--- src/rtl/shift_requester.sv ---
// Initiator for the shift engine's write/ready pulse protocol: accepts one command, loads the engine, returns its result.
// Optional WAIT watchdog enabled by defining SHIFT_REQUESTER_TIMEOUT_EN.
module shift_requester #(
  parameter int DATA_WIDTH     = 16,
  parameter int AMT_WIDTH      = 4,
  parameter int TIMEOUT_CYCLES = 20
) (
  input  logic                  clk_i,
  input  logic                  reset_i,
  input  logic                  req_valid_i,
  output logic                  req_ready_o,
  input  logic [DATA_WIDTH-1:0] req_data_i,
  input  logic [AMT_WIDTH-1:0]  req_amount_i,
  input  logic                  req_right_left_i,
  input  logic                  req_arith_logic_i,
  output logic                  sh_write_pulse_o,
  output logic [DATA_WIDTH-1:0] sh_data_o,
  output logic [AMT_WIDTH-1:0]  sh_amount_o,
  output logic                  sh_right_left_o,
  output logic                  sh_arith_logic_o,
  input  logic                  sh_ready_pulse_i,
  input  logic [DATA_WIDTH-1:0] sh_data_i,
  output logic                  rsp_valid_o,
  input  logic                  rsp_ready_i,
  output logic [DATA_WIDTH-1:0] rsp_data_o,
  output logic                  rsp_err_o,
  output logic                  busy_o
);

  typedef enum logic [1:0] {IDLE, ISSUE, WAIT, RESP} state_t;

  state_t state;
  logic   first_wait;

`ifdef SHIFT_REQUESTER_TIMEOUT_EN
  localparam int CNT_W = $clog2(TIMEOUT_CYCLES + 1);
  localparam logic [CNT_W-1:0] CNT_LAST = CNT_W'(TIMEOUT_CYCLES - 1);
  logic [CNT_W-1:0] wait_cnt;
`endif

  assign req_ready_o = (state == IDLE);
  assign busy_o      = (state != IDLE);

  always_ff @(posedge clk_i) begin
    if (reset_i) begin
      state            <= IDLE;
      first_wait       <= 1'b0;
      sh_write_pulse_o <= 1'b0;
      sh_data_o        <= '0;
      sh_amount_o      <= '0;
      sh_right_left_o  <= 1'b0;
      sh_arith_logic_o <= 1'b0;
      rsp_valid_o      <= 1'b0;
      rsp_data_o       <= '0;
      rsp_err_o        <= 1'b0;
`ifdef SHIFT_REQUESTER_TIMEOUT_EN
      wait_cnt         <= '0;
`endif
    end else begin
      case (state)
        IDLE: begin
          if (req_valid_i) begin
            sh_data_o        <= req_data_i;
            sh_amount_o      <= req_amount_i;
            sh_right_left_o  <= req_right_left_i;
            sh_arith_logic_o <= req_arith_logic_i;
            // The engine never answers a zero shift, so bypass it entirely.
            if (req_amount_i == '0) begin
              rsp_data_o  <= req_data_i;
              rsp_valid_o <= 1'b1;
              rsp_err_o   <= 1'b0;
              state       <= RESP;
            end else begin
              sh_write_pulse_o <= 1'b1;
              state            <= ISSUE;
            end
          end
        end
        ISSUE: begin
          sh_write_pulse_o <= 1'b0;
          first_wait       <= 1'b1;
`ifdef SHIFT_REQUESTER_TIMEOUT_EN
          wait_cnt         <= '0;
`endif
          state            <= WAIT;
        end
        WAIT: begin
          first_wait <= 1'b0;
          // A pulse in the first WAIT cycle can only be left over from a previous operation.
          if (!first_wait && sh_ready_pulse_i) begin
            rsp_data_o  <= sh_data_i;
            rsp_valid_o <= 1'b1;
            rsp_err_o   <= 1'b0;
            state       <= RESP;
          end
`ifdef SHIFT_REQUESTER_TIMEOUT_EN
          else if (wait_cnt == CNT_LAST) begin
            rsp_data_o  <= '0;
            rsp_valid_o <= 1'b1;
            rsp_err_o   <= 1'b1;
            state       <= RESP;
          end else begin
            wait_cnt <= wait_cnt + 1'b1;
          end
`endif
        end
        RESP: begin
          if (rsp_ready_i) begin
            rsp_valid_o <= 1'b0;
            rsp_err_o   <= 1'b0;
            state       <= IDLE;
          end
        end
        default: state <= IDLE;
      endcase
    end
  end

endmodule

--- config.mk ---
export PLATFORM = sky130hd
export DESIGN_NAME = shift_requester
export DESIGN_NICKNAME = d
export VERILOG_FILES = /design/src/rtl/shift_requester.sv
export SDC_FILE = /design/constraint.sdc
export NUM_CORES = 1
export LEC_CHECK = 0
export ABC_AREA = 1
export CAP_MARGIN = 40
export CORE_AREA = 2 2 97 76
export DETAILED_ROUTE_END_ITERATION = 10
export DIE_AREA = 0 0 99 78
export PLACE_DENSITY = 0.67
export SYNTH_ARGS = -nofsm -noshare
export SYNTH_HDL_FRONTEND = slang
export SYNTH_SLANG_ARGS = --single-unit
--- constraint.sdc ---
create_clock -name clk_i -period 1.61 [get_ports clk_i]
set_input_delay 0.2415 -clock clk_i [delete_from_list [all_inputs] [get_ports clk_i]]
set_output_delay 0.2415 -clock clk_i [all_outputs]
set_load 0.05 [all_outputs]
[After elaboration in Yosys (flattened, before gate mapping)]
Cells that the tools add are included.
Cells by class
  reduce and logical (&&, ||, !) cells: 14
  equality and inequality tests: 8
  multiplexer cells: 22
Operator list (number)
  $mux 16: 3
  $pmux 16 s2: 1
  $mux 1: 9
  $mux 2: 4
  $ne 2x2->1 const B: 4
  $pmux 2 s4: 1
  $reduce_bool 2->1: 4
  $pmux 1 s3: 2
  $reduce_and 3->1: 2
  $reduce_and 5->1: 1
  $eq 2x2->1 const B: 2
  $logic_not 4->1: 1
  $pmux 1 s2: 2
  $reduce_and 4->1: 1
  $reduce_bool 3->1: 1
  $eq 2x1->1 const B: 1
  $logic_not 2->1: 1
  $ne 2x1->1 const B: 1
  $reduce_and 2->1: 1
  $logic_and 1x1->1: 1
  $logic_not 1->1: 1
Storage, ports and cells
  register bits after elaboration: 44
  word-level logic and storage cells: 54
  output and inout port bits: 43
  bits of input ports: 43

[Longest topological paths before layout]
Gate-level depths: netlist of run 1.
  depth in word-level cells: 4
  gate-level depth with buffers: 10
  depth with buffers taken out: 9

[Least setup slack after synthesis of run 1]
OpenSTA, ideal clock, no wires.
  path type: reg2reg
  start: reg state[0]
  end: reg rsp_data_o[0]
  clock period less this slack: 2.102 ns
  arrival time: 1.989 ns
  stages on the path, launching flop included: 11
  path slack: -0.492 ns
  required time: 1.497 ns
  path buffers: 1
  library setup time: 0.113 ns
  cell sequence: dfxtp_1 > inv_1 > ha_1 > inv_1 > nor2_4 > nor2_2 > nand3_2 > buf_6 > nand2_1 > nand2_1 > nor2_1
On the way
  cells in the longest elaborated chain, start to end: 3
  elaborated cells between the ends (all ways): 8
  classes of those cells: 4 x eq/ne; 1 x mux; 3 x reduce/logical
Ends and longest elaborated chain
  from (decl): line 32  | state_t state;
  from (signal assigned): line 46  | state <= IDLE;
  from (signal assigned): line 72  | state <= RESP;
  from (signal assigned): line 75  | state <= ISSUE;
  $logic_not 2->1 (*)
  named net req_ready_o: line 11  | output logic req_ready_o,
  $ne 2x1->1 (no source line) (tied with other cells)
  $reduce_and 4->1 (no source line)
  to (signal assigned): line 69  | rsp_data_o <= req_data_i;
  to (signal assigned): line 91  | rsp_data_o <= sh_data_i;
  to (decl): line 25  | output logic [DATA_WIDTH-1:0] rsp_data_o,
Mark *: on every way through the listed nets, which the timed path passes. The rest lies on a longest branch.
A chain may end at the register's enable or synchronous reset.

[Final worst setup path of run 1]
  start: reg state[1]
  end: reg rsp_data_o[0]
On the way
  cells in the longest elaborated chain, start to end: 3
  elaborated cells between the ends (all ways): 8
  classes of those cells: 4 x eq/ne; 1 x mux; 3 x reduce/logical
Ends and longest elaborated chain
  $eq 2x2->1 or $logic_not 2->1 (tied branches): line 60  | case (state)
  $ne 2x2->1 (no source line) (tied with other cells)
  $reduce_and 4->1 (no source line)
Parallel ways exist; a longest one is shown, timed or not.

==> metrics, run 1 <==
top achievable clock speed=670 MHz; initial antenna violation count=0; Critical Path Start Type=flop; Die X=roughly 99 um; fin crit period=1490 ps; post-route ant nets=0; hpwl dp=4040 um; Die H=78 um; Synth area leader=dfxtp_1; core area=~0.0067 mm2; final hold vios=0; clock tree buffer depth=2; share of layout cells above drive strength 1=between 15 and 20%; FF-to-FF setup slack=roughly 120 ps; Die ar.=0.00772 mm2; clk_lat worst skew=290 ps; CTS sink count=43; nets@finish=between 400 and 500; I/O pin cnt=86; Register-to-Register Path Depth=9; initial drt markers=a little under 90; buffers added on ports=84; diodes inserted=0; Synth top area share=about 44%; Synth Area per Inst=6.77 um2; top sig layer=met4; GR Overflow Total=0; routability cong.=0.801; Critical Path AT=1730 ps; Root Buffer=clkbuf_8; CTS Buf Count=5; Post-synth top cells=62 x nand2_1, 53 x nor2_1, 43 x dfxtp_1; Synth Instances=290; M1 WL=2670 um; top post-synthesis cells by area=dfxtp_1 44%, nand2_1 12%, o21ai_0 10%, nor2_1 10%, inv_1 8.0%; crit path launch=state[1]; Cell variety after synth=19; critical path class=reg -> reg; CP max FO=16; Lkg Pwr=1.46 nW; Max Cap Viol=0; pwr dens=2090 mW/mm2; total wire length=5450 um; Storage cell area=863 um2; WL/cell=11.8 um; Hold/Removal Path Class=reg -> reg; router iterations before antenna repair=4; Synth Cell Area=approximately 0.002 mm2; Seq/Total Area, Yosys=43.8%; largest net degree at the start of global routing=33; first-pass GRT wire length=between 8000 and 9000 um; maximum VDD drop=0.849 mV; Vias per Instance=4.32; setup slack at placement=63.4 ps; Final Slew Violations=0; metal3 WL=300 um; Remaining DRCs=0; via count=1995; wire length on met2=2450 um; Final Core Density=45.3%; multi-input logic area=865 um2; r2r startpoint=state[1]; Fill cells=693; flops & latches, synth=43; # H-tree levels=2; clock slew at reported path FFs=90 ps; Crit. End Element=flop; CTS Hold Buffers Added=0; FFs w/ async S/R, synth=0%; RR Endpoint=rsp_data_o[0]; number of global-route vias before repair=1811; status=complete, no violations; Initial Util=29.4%; CP Data Required Time=between 1500 and 2000 ps; synth warn=0; site row count=26; ys flop type=dfxtp_1; CP Capture Point=rsp_data_o[0]; RSZ-0062 raised after global routing=yes; syn nets=between 300 and 400; cell with the most instances after synthesis=nand2_1; GRT Overall Usage=13.8%; number of endpoints failing setup at the final stage=0; Final Cycle Share=92.7%; clock skew=5.53 ps; Area growth syn-to-layout=53.9%; CTS tree=done; fin worst setup slack=117 ps; Post-synth EDFFs=0
[timing repair]
action	4_1_cts	5_1_grt
gates resized for setup	0	1
setup endpoints to repair	0	17
buffers inserted	0	2
[kinds of logic after synthesis]
kind of cell,synth area share (%)
AND/OR/NAND/NOR,24.5
other,0.191
AO/OA/AOI/OAI,15.6
buffers and inverters,12.7
adder cells (fa/ha/maj),3.19
flip-flops,43.8
[worst min path at each step]
stage,from,slack [ps],end,cells after the start
after CTS,rsp_valid_o,490,rsp_valid_o,2
after global routing,req_data_i[4],510,sh_data_o[4],3
after detailed placement,rsp_valid_o,480,rsp_valid_o,2
final,rsp_valid_o,490,rsp_valid_o,2
after floorplan,reset_i,320,sh_write_pulse_o,1
after global placement,sh_amount_o[0],470,sh_amount_o[0],2
[layer usage]
metal  global-route usage [%]  vias to the layer above
met2                     21.8                       45
met5                        0                        -
met1                     18.7                      884
li1                         -                     1061
met3                     4.05                        5
met4                     3.29                        0
[where the power goes]
part	leakage, nW	switching (mW)	internal [mW]
clock	0.0654	0.368	0.620
sequential	0.356	0.172	1.40
combinational	1.04	2.41	1.35
total	1.46	2.95	3.37
[cells in the final DEF (no fill, tap or decap), drive strengths merged]
master / count
clkdlybuf4s50: 42
nand3: 2
nor3: 2
conb: 1
clkbuf: 7
buf: 53
nand4: 1
nor2: 55
inv: 41
clkinvlp: 1
bufinv: 2
ha: 5
a21oi: 21
dfxtp: 43
o21ai: 40
nand2: 62
[stage by stage]
step	instances	TNS, ps	area [um2]	hold slack, ps	power, mW
finish	462	0	3020	491	6.32
global route	462	-6.47	3020	511	6.80
CTS	459	0	2980	493	6.23
detailed placement	451	0	2850	478	5.21
global placement	451	0	2850	465	5.16
floorplan	290	-1370	1980	321	4.13
[critical path, stage by stage (launching register included)]
cell	delay (ps)
dfxtp_2	340
inv_2	100
ha_4	190
clkinvlp_4	130
nor2_4	150
nor2_2	50
nand3_2	130
clkbuf_16	200
nor2_1	50
nor2_1	110
[area by class of cell]
| type | count | share of cell area, % |
|---|---|---|
| Inverter | 42 | 5.34 |
| Timing Repair Buffer | 96 | 29.6 |
| Multi-Input combinational cell | 189 | 28.6 |
| Clock inverter | 2 | 1.99 |
| Clock buffer | 6 | 2.40 |
| Sequential cell | 43 | 28.6 |
| Tap cell | 84 | 3.48 |
[registers in the layout (all words and copies together) (netlist names)]
signal and count:
rsp_data_o 16, sh_data_o 16, sh_amount_o 4, state 2, first_wait 1, rsp_valid_o 1, sh_arith_logic_o 1, sh_right_left_o 1
sh_write_pulse_o 1
(Power assumes the default switching activity.)
==> run 2: changes to the inputs <==
CTS_CLUSTER_DIAMETER = 40   (was default)
==> results of run 2 <==
No change in the layout: final DEF, timing and power equal those of run 1.
